## src/rtl/uart_rx.sv

```systemverilog
// uart_rx: oversampled 8N1 serial receiver with mid-bit sampling and frame error pulse
module uart_rx #(
  parameter int DATA_BITS = 8,
  parameter int OVERSAMPLE = 16
) (
  input  logic                 clk,
  input  logic                 rst,
  input  logic                 uclk,
  input  logic                 rx,
  output logic [DATA_BITS-1:0] dout,
  output logic                 rx_done,
  output logic                 frame_err
);
  localparam int TW = $clog2(OVERSAMPLE);
  localparam int BW = $clog2(DATA_BITS);
  localparam logic [TW-1:0] HALF = TW'(OVERSAMPLE / 2 - 1);
  localparam logic [TW-1:0] LAST = TW'(OVERSAMPLE - 1);
  localparam logic [BW-1:0] BLAST = BW'(DATA_BITS - 1);
  typedef enum logic [1:0] {IDLE, START, DATA, STOP} state_t;
  state_t               state;
  logic                 rx_m, rx_s;
  logic [TW-1:0]        tick_cnt;
  logic [BW-1:0]        bit_cnt;
  logic [DATA_BITS-1:0] shreg;
  always_ff @(posedge clk) begin
    if (rst) begin
      rx_m      <= 1'b1;
      rx_s      <= 1'b1;
      state     <= IDLE;
      tick_cnt  <= '0;
      bit_cnt   <= '0;
      shreg     <= '0;
      dout      <= '0;
      rx_done   <= 1'b0;
      frame_err <= 1'b0;
    end else begin
      rx_m      <= rx;
      rx_s      <= rx_m;
      rx_done   <= 1'b0;
      frame_err <= 1'b0;
      if (uclk) begin
        case (state)
          IDLE: if (!rx_s) begin
            state    <= START;
            tick_cnt <= '0;
          end
          START: if (tick_cnt == HALF) begin
            state    <= rx_s ? IDLE : DATA;
            tick_cnt <= '0;
            bit_cnt  <= '0;
          end else tick_cnt <= tick_cnt + 1'b1;
          DATA: if (tick_cnt == LAST) begin
            shreg    <= {rx_s, shreg[DATA_BITS-1:1]};
            tick_cnt <= '0;
            if (bit_cnt == BLAST) state <= STOP;
            else bit_cnt <= bit_cnt + 1'b1;
          end else tick_cnt <= tick_cnt + 1'b1;
          STOP: if (tick_cnt == LAST) begin
            if (rx_s) dout <= shreg;
            rx_done   <= rx_s;
            frame_err <= !rx_s;
            state     <= IDLE;
            tick_cnt  <= '0;
          end else tick_cnt <= tick_cnt + 1'b1;
          default: state <= IDLE;
        endcase
      end
    end
  end
endmodule

```

## config.mk

```make
export PLATFORM = sky130hd
export DESIGN_NAME = uart_rx
export DESIGN_NICKNAME = d
export VERILOG_FILES = /design/src/rtl/uart_rx.sv
export SDC_FILE = /design/constraint.sdc
export NUM_CORES = 1
export LEC_CHECK = 0
export BUFFER_PORTS_ARGS = -buffer_cell sky130_fd_sc_hd__buf_2
export CORE_MARGIN = 4
export CORE_UTILIZATION = 36
export CTS_CLUSTER_SIZE = 28
export DETAILED_ROUTE_END_ITERATION = 7
export PLACE_DENSITY = 0.57
export SLEW_MARGIN = 20
export SYNTH_ARGS = -nofsm -noshare
export SYNTH_HDL_FRONTEND = slang
export SYNTH_SLANG_ARGS = --single-unit
```

## constraint.sdc

```tcl
create_clock -name clk -period 1.35 [get_ports clk]
set_input_delay 0.0675 -clock clk [delete_from_list [all_inputs] [get_ports clk]]
set_output_delay 0.0675 -clock clk [all_outputs]
set_load 0.05 [all_outputs]
```

Word-level counts from Yosys, hierarchy flattened. Cells that the tools add are included.

Flip-flop bits (word level): 29. Bits of input ports: 4. Output and inout port bits: 10. Word-level logic and storage cells: 51.

$add $sub $neg: 2. Equality and inequality tests: 12. Muxes and demuxes: 15. Bitwise gates (word level): 3. Reductions and logical operators: 10.

Operators with widths (count): $mux 2 (6); $mux 4 (3); $ne 2x2->1 const B (6); $pmux 4 s3 (1); $mux 3 (3); $pmux 2 s4 (1); $pmux 3 s2 (1); $reduce_and 6->1 (1); $reduce_and 5->1 (1); $add 4x1->4 const B (1); $eq 2x2->1 const B (2); $eq 4x3->1 const B (1); $eq 4x4->1 const B (1); $reduce_and 4->1 (1); $reduce_or 4->1 (1); $add 3x1->3 const B (1); $eq 3x3->1 const B (1); $not 1->1 (3); $reduce_and 3->1 (1); $eq 2x1->1 const B (1); $logic_not 2->1 (1); $reduce_and 2->1 (1); $reduce_bool 2->1 (1); $reduce_or 2->1 (1); $logic_not 1->1 (1).

Logic depth before layout (Yosys ltp). Gate-level depths: netlist of run 1.

Word-level depth: 4. Gate-level depth with buffers: 6. Depth with buffers taken out: 6.

Worst setup path before layout of run 1. Ideal clock, no wire load.

Path kind: register -> register. From: register tick_cnt[0]. To: register shreg[1]. Library setup time: 0.128 ns. Arrival time: 1.324 ns. Required time: 1.222 ns. Setup slack: -0.102 ns. Cell stages (with the launch flop): 6. Path buffers: 0. Period minus slack after synthesis: 1.452 ns. Cell sequence: dfxtp_1 -> ha_1 -> nand2_1 -> nor3_4 -> mux2i_1 -> nor2_1.

Word-level cells in the longest chain between the ends: 2.

Ends and longest elaborated chain: from (decl) (RTL line 22) `logic [TW-1:0] tick_cnt;`; from (signal assigned) (RTL line 51) `end else tick_cnt <= tick_cnt + 1'b1;`; from (signal assigned) (RTL line 57) `end else tick_cnt <= tick_cnt + 1'b1;`; from (signal assigned) (RTL line 64) `end else tick_cnt <= tick_cnt + 1'b1;`; $eq 4x4->1 (RTL line 52) `DATA: if (tick_cnt == LAST) begin`; $reduce_and 3->1 (no source line); to (signal assigned) (RTL line 53) `shreg <= {rx_s, shreg[DATA_BITS-1:1]};`; to (decl) (RTL line 24) `logic [DATA_BITS-1:0] shreg;`.

Every way passes these cells. A chain may end at the register's enable or synchronous reset.

Worst setup path after layout of run 1.
From: register bit_cnt[0]. To: register bit_cnt[0].

Word-level cells in the longest chain between the ends: 4. Elaborated cells on any way between the ends: 7. Classes of those cells: 1 x add/sub; 2 x eq/ne; 3 x mux; 1 x reduce/logical.

Ends and longest elaborated chain: from (decl) (RTL line 23) `logic [BW-1:0] bit_cnt;`; from (signal assigned) (RTL line 56) `else bit_cnt <= bit_cnt + 1'b1;`; $add 3x1->3 (RTL line 56); $mux 3 (RTL line 55) `if (bit_cnt == BLAST) state <= STOP;`; $mux 3 (RTL line 52); $pmux 3 s2 (RTL line 42) `case (state)`.

Several ways; a longest one is shown, not always the timed one. The select of a mux whose other input is x is not followed.

==> results of run 1 <==
-- worst min-delay path by stage --
stage | slack [ns] | startpoint | to
6_report | 0.10 | rst | state[0]
3_3_place_gp | 0.25 | rx | rx_m
5_1_grt | 0.10 | rst | state[0]
4_1_cts | 0.09 | rst | state[0]
2_1_floorplan | 0.17 | rx | rx_m
3_5_place_dp | 0.26 | rx | rx_m
-- per-layer routing --
layer | track usage | vias to the layer above | share of wire
li1 | - | 504 | -
met1 | 0.170 | 469 | 0.46
met2 | 0.238 | 12 | 0.49
met3 | 0.0510 | 6 | 0.029
met4 | 0.0584 | 0 | 0.013
met5 | 0 | - | 0
-- final cells by class --
class	count	area, um2	share of cell area
sequential	29	593	0.368
multi-input combinational	86	674	0.419
inverter	3	11.3	0.00699
timing repair buffer	32	221	0.138
clock buffer	7	55.1	0.0342
tap	44	55.1	0.0342
-- flip-flops by register name, indices dropped and copies added, names as in the netlist, named ones only --
name       flops
rx_s           1
rx_m           1
bit_cnt        3
tick_cnt       4
rx_done        1
dout           8
frame_err      1
state          1
shreg          8
-- stage by stage --
step           utilization  hold slack (ns)
3_5_place_dp         0.456            0.256
4_1_cts              0.504           0.0909
5_1_grt              0.511            0.102
2_1_floorplan            -            0.171
6_report             0.511            0.104
3_3_place_gp         0.456            0.254
-- logic make-up after synthesis --
logic type	count (synthesis)	share of synthesized area
muxes	18	0.147
DFF	29	0.474
AOI/OAI and AO/OA	16	0.100
and+or+nand+nor	49	0.209
buffers and inverters	11	0.0389
adders and majority gates	3	0.0307
-- synth_stat cells, types with 2 or more instances --
cell type / n / area share
nand3_1: 5 / 0.020
a21oi_1: 2 / 0.0082
nor2_1: 22 / 0.067
and3_1: 2 / 0.010
nand2_1: 5 / 0.015
buf_2: 4 / 0.016
nor3_1: 2 / 0.0082
ha_1: 3 / 0.031
dfxtp_1: 29 / 0.47
nand3b_1: 2 / 0.012
inv_1: 3 / 0.0092
mux2i_1: 18 / 0.15
clkbuf_1: 3 / 0.0092
o21ai_0: 3 / 0.012
o2111a_1: 2 / 0.018
nor3b_1: 2 / 0.012
or2_2: 3 / 0.015
-- tightest hold or removal path: stages --
cell and delay, ns:
buf_2 0.09, or3b_4 0.14, o311ai_1 0.09
-- power by group --
group	switching, uW	internal, uW	total, uW
sequential	9.89	860	870
clock	277	245	523
combinational	48.6	42.4	91.1
-- what timing repair did --
| action | CTS | global route |
|---|---|---|
| endpoints found under the hold margin | 1 | 0 |
| buffers inserted | 1 | 2 |
| gates resized for setup | 19 | 4 |
| setup endpoints to repair | 23 | 20 |
| hold buffers | 1 | 0 |
| pin swaps | 10 | 6 |
==> results by group, run 1 <==
Run status
  • Status: finished, violations left
  • Failing checks: setup timing

Drt
  • Vias: 991
  • First DRT Iteration DRCs: 44
  • Drt wl/cell: 13.3 um
  • 1st-pass router iterations: 4
  • WL final: 2.67 mm
  • DRC Markers: 0
  • Avg Vias per Cell: ~5
  • ANT nets after route: 0

Power
  • Peak VDD IR: between 0.4 and 0.5 mV
  • Total power divided by cell area: a little over 900 nW/um2
  • Total power: 1480 uW
  • Leak pwr: approximately 0.00068 uW

Setup path
  • CP startpoint kind: flip-flop
  • Worst r2r dst: bit_cnt[0]
  • Setup crit end: bit_cnt[0]
  • Crit. End Element: flip-flop
  • Buf/Inv on CP: 0
  • Top delay family on crit path: flip-flops
  • R2R Setup Slk: -0.008 ns
  • Crit path from: bit_cnt[0]
  • Most Frequent Cell on Critical Path: ha_4
  • CP arrival: approximately 1.6 ns
  • Slowest cell on the critical path: dfxtp_2
  • Worst setup path category: flip-flop to flip-flop
  • Crit-path max FO: 6
  • CP Cell Sequence: ha_4 -> ha_4 -> nor4bb_1 -> o21a_2 -> nand3_1 -> o31ai_1
  • R2R Path Start: bit_cnt[0]
  • Worst r2r path cells: 6
  • CP required: about 1.6 ns
  • Crit path largest cell delay: between 0.3 and 0.4 ns
  • Cell count along the critical path: 6

Floorplanning
  • Core Region: about 3200 um2
  • Site Rows: 20
  • Die W: approximately 66 um
  • IO Pins: 14
  • Die H: about 66 um
  • Die ar.: roughly 4400 um2
  • Starting Density: 0.388

Finish
  • ANT cells: 0
  • Most frequent cells in the layout: 23 x dfxtp_1, 22 x nor2_1, 17 x mux2i_1
  • Commonest non-fill, non-tap cell in the layout: dfxtp_1
  • Nets: about 160
  • Post-Layout Cell Count: approximately 200
  • P&R area growth vs syn: 31.6%
  • Filler cells: between 300 and 400
  • Layout cells sized above 1: 0.369
  • Design area: approximately 1600 um2

Timing
  • Setup violators final: 2
  • Setup TNS Final: -0.00832 ns
  • Slew Limit Fails: 0
  • RSZ-0062 raised after global routing: true
  • Final period util: 1.01
  • F_max: around 740 MHz
  • Slew @ Worst Pin: ~0.4 ns
  • Period minus WS final: 1.36 ns
  • Slew HR: 0.733
  • Endpoints failing hold: 0
  • Final worst slack: -0.00787 ns
  • Worst Skew: between 0.008 and 0.009 ns

Yosys
  • Syn_area_per_cell: about 9.7 um2
  • Mapped cell area: approximately 1200 um2
  • Top_reg_cell synth: dfxtp_1
  • Synth Register Bits: 29
  • Syn nets: between 100 and 150
  • Synth warn: 0
  • Unique masters post-synth: 33
  • FFs w/ async S/R, synth: 0
  • Seq/Total Area, Yosys: 0.474
  • Number of synthesized flops with an enable pin: 0
  • Mapped Cells: around 130

Place
  • Total placed instance area: approximately 1400 um2
  • Port Buffer Count: 13
  • DP Worst Slack: -0.109 ns
  • Routability cong.: ~0.75
  • Final HPWL DP: around 1.8 mm
  • Placed cells: 190

Clock tree
  • Clk Latency, worst-skew pair: 0.32 ns
  • Worst-path clk slew: ~0.09 ns
  • TritonCTS clock tree: done
  • Htree depth: 2
  • Clk root buf: clkbuf_4
  • CTS Buffer Depth: 2
  • Number of clock sinks: 29
  • Inserted Clock Buffers: 5

GRT
  • Number of antenna violations at the first check in global routing: 0
  • Largest net degree at the start of global routing: 29
  • Total congestion overflow: 0
  • Total GRT Usage: 0.145
  • Vias in the first global route: approximately 1100
  • Global-route wire length before repair: approximately 4.7 mm

Worst hold path
  • HP Class: primary input to flip-flop
  • Hold Path Stages: 3

Run
  • Max_cap viols: 0
Power figures use the tool's default switching activity.
==> run 2, diff against run 1 <==
--- a/config.mk
+++ b/config.mk
@@ -5,12 +5,13 @@
 export SDC_FILE = /design/constraint.sdc
 export NUM_CORES = 1
 export LEC_CHECK = 0
+export ABC_AREA = 1
 export BUFFER_PORTS_ARGS = -buffer_cell sky130_fd_sc_hd__buf_2
 export CORE_MARGIN = 4
 export CORE_UTILIZATION = 36
 export CTS_CLUSTER_SIZE = 28
 export DETAILED_ROUTE_END_ITERATION = 7
-export PLACE_DENSITY = 0.57
+export PLACE_DENSITY = 0.56
 export SLEW_MARGIN = 20
 export SYNTH_ARGS = -nofsm -noshare
 export SYNTH_HDL_FRONTEND = slang
==> results by group, run 2 <==
Run status
  • Status: complete, no violations

Power
  • Total power divided by cell area: 995 nW/um2 (+8.0%)
  • Sw Ratio: 0.228 (+0.00154)
  • Total power: 1560 uW (+5.0%)
  • Power Internal: 1200 uW (+4.8%)
  • Peak VDD IR: 0.587 mV (+40%)
  • Net Switching: 355 uW (+5.7%)
  • Seq pwr share: 0.559 (-0.027)
  • Leak pwr: 0.000696 uW (+2.0%)
  • Combinational fraction of design power: 0.061 (about the same)
  • Clock power share: 0.380 (+0.028)

Worst hold path
  • HP Class: primary input to flip-flop
  • Hold Path End: frame_err
  • Hold Path Stages: 3 (unchanged)
  • Hold Crit Start: uclk

Drt
  • Routed wl met3: 134 um (+72%)
  • Met2 WL: 911 um (-31%)
  • First DRT Iteration DRCs: 27 (-39%)
  • WL final: 2.27 mm (-15%)
  • DRC Markers: 0 (unchanged)
  • Drt wl/cell: 9.73 um (-27%)
  • Vias: 1055 (+6.5%)
  • Avg Vias per Cell: 4.53 (-8.2%)
  • Top layer in use: met4
  • ANT nets after route: 0 (unchanged)
  • Met1 WL: 1.17 mm (-5.5%)
  • 1st-pass router iterations: 4 (unchanged)

Yosys
  • Top-area cell type share of the netlist area: 0.473 (-0.00145)
  • Unique masters post-synth: 23 (-30%)
  • Syn nets: 165 (+24%)
  • Synth area leader: dfxtp_1
  • Seq/Total Area, Yosys: 0.473 (-0.00145)
  • Synth warn: 0 (unchanged)
  • Synth Register Bits: 29 (unchanged)
  • Synth cell count leaders: 44 x nor2_1, 29 x dfxtp_1, 17 x o21ai_0
  • Syn_area_per_cell: 7.77 um2 (-20%)
  • Count leader, synth: nor2_1
  • Synth area leaders: dfxtp_1 47%, nor2_1 13%, o21ai_0 6.9%, nand2_2 3.6%, nand2_1 3.4%
  • FFs w/ async S/R, synth: 0 (unchanged)
  • Top_reg_cell synth: dfxtp_1
  • Number of synthesized flops with an enable pin: 0 (unchanged)
  • Mapped cell area: 1230 um2 (+0.31%)
  • Mapped Cells: 158 (+25%)

Finish
  • Commonest non-fill, non-tap cell in the layout: nor2_1
  • Post-Layout Cell Count: 233 (+16%)
  • Most frequent cells in the layout: 44 x nor2_1, 25 x dfxtp_1, 13 x buf_2
  • ANT cells: 0 (unchanged)
  • P&R area growth vs syn: 27.5%
  • Nets: 195 (+19%)
  • Largest registers: dout: 8 flops, shreg: 8 flops, tick_cnt: 4 flops
  • Layout cells sized above 1: 0.339 (-0.0308)

Setup path
  • Worst setup path category: flip-flop to flip-flop
  • R2R Path Start: tick_cnt[0]
  • Crit. End Element: flip-flop
  • CP startpoint kind: flip-flop
  • Worst r2r path cells: 8 (+2)
  • R2R Setup Slk: 0.07 ns (+0.08 ns)
  • CP arrival: 1.50 ns (-0.08 ns)
  • Worst r2r dst: shreg[0]
  • Crit-path max FO: 7 (+1)
  • CP required: 1.57 ns (about the same)

Clock tree
  • Clk root buf: clkbuf_4
  • Worst-path clk slew: 0.09 ns (about the same)
  • TritonCTS clock tree: done
  • Number of clock sinks: 29 (unchanged)
  • CTS Buffer Depth: 2 (unchanged)
  • Inserted Clock Buffers: 5 (unchanged)
  • Htree depth: 2 (unchanged)
  • Clk Latency, worst-skew pair: 0.32 ns (about the same)

GRT
  • Number of antenna violations at the first check in global routing: 0 (unchanged)
  • Vias in the first global route: 909 (-14%)
  • Global-route wire length before repair: 3.77 mm (-20%)
  • Largest net degree at the start of global routing: 20 (-31%)
  • Total congestion overflow: 0 (unchanged)
  • Total GRT Usage: 0.115 (-0.0297)

Place
  • Port Buffer Count: 13 (unchanged)
  • Final HPWL DP: 1.63 mm (-10%)
  • Placed cells: 219 (+15%)
  • Routability cong.: 0.897 (+19%)

Run
  • Max_cap viols: 0 (unchanged)

Timing
  • F_max: 784 MHz (+6.5%)
  • Worst Skew: 0.00933 ns (+0.000722 ns)
  • Slew HR: 0.843 (+0.111)
  • Final period util: 0.944 (-0.0614)
  • Setup violators final: 0 (-2)
  • RSZ-0062 raised after global routing: true
  • Slew Limit Fails: 0 (unchanged)
  • Period minus WS final: 1.28 ns (-0.0829 ns)
  • Endpoints failing hold: 0 (unchanged)
  • Fin Hold WS: 0.0896 ns (-0.0147 ns)
  • Slew @ Worst Pin: 0.233 ns (-0.167 ns)

Floorplanning
  • IO Pins: 14 (unchanged)
  • Site Rows: 20 (unchanged)
  • Die W: 66.4 um (+0.14%)
  • Die ar.: 4410 um2 (+0.27%)
  • Core Region: 3150 um2 (unchanged)
  • Starting Density: 0.389 (+0.00119)
  • Die H: 66.4 um (+0.14%)
[run 2: cell types whose count changed after synthesis, moves of 3 or more]
cell     change
inv_2        +3
mux2i_1     -18
nand2_1      +6
nand2_2      +7
nor2_1      +22
o21ai_0     +14
nor2_2       +4
inv_1        +6
buf_2        -4
a21oi_1      +6
[run 2: cells by family after synthesis]
family                     after synthesis  share of synthesized area
AOI/OAI and AO/OA                       29                      0.121
xor gates and xnor gates                 1                    0.00714
adders and majority gates                3                     0.0306
buffers and inverters                   17                     0.0581
DFF                                     29                      0.473
and+or+nand+nor                         79                      0.310
[run 2: how the worst max path moves through the flow]
stage / startpoint / end
finish: tick_cnt[0] / shreg[0]
global route: tick_cnt[1] / shreg[4]
CTS: tick_cnt[1] / shreg[3]
detailed placement: tick_cnt[1] / shreg[0]
global placement: tick_cnt[1] / shreg[3]
floorplan: tick_cnt[0] / shreg[0]
[run 2: through the flow]
stage | util | setup slack, ns | area [um2] | TNS (ns)
2_1_floorplan | - | 0.0470 | 1230 | 0
3_3_place_gp | 0.443 | 0.00843 | 1400 | 0
3_5_place_dp | 0.443 | -0.0416 | 1400 | -0.165
4_1_cts | 0.477 | 0.00483 | 1510 | 0
5_1_grt | 0.496 | -0.0316 | 1570 | -0.0793
6_report | 0.496 | 0.0750 | 1570 | 0
[run 2: routing by layer]
layer  up-vias  global-route usage
met3         6              0.0408
met5         -                   0
met2        21               0.164
met1       459               0.148
met4         0              0.0685
li1        569                   -
[run 2: final cells by class]
type                       count  area (um2)
sequential                    29         586
clock inverter                 1        5.00
fill                         329        1590
clock buffer                   7        65.1
inverter                      15        65.1
multi-input combinational    112         609
tap                           44        55.1
timing repair buffer          25         180
[run 2: power groups by stage]
stage               Sequential [uW]  Combinational, uW  Clock [uW]
detailed placement              891               86.0           0
CTS                             871               88.4         612
global placement                891               84.8           0
floorplan                       889               56.6           0
finish                          871               95.1         592
global route                    873                106         658
[run 2: timing repair]
action,CTS,global route
setup buffers,3,1
pin swaps,1,4
hold buffers,1,1
endpoints found under the hold margin,1,1
gates resized for setup,3,17
endpoints found under the setup margin,8,19
[run 2: critical path, cell delays in order, from the launching register on]
cell and delay (ns):
dfxtp_2 0.36, ha_4 0.16, nand3_4 0.09, inv_4 0.07, nand2_2 0.06, nor2_4 0.17
inv_2 0.09, nor2_1 0.10, nor2_1 0.05
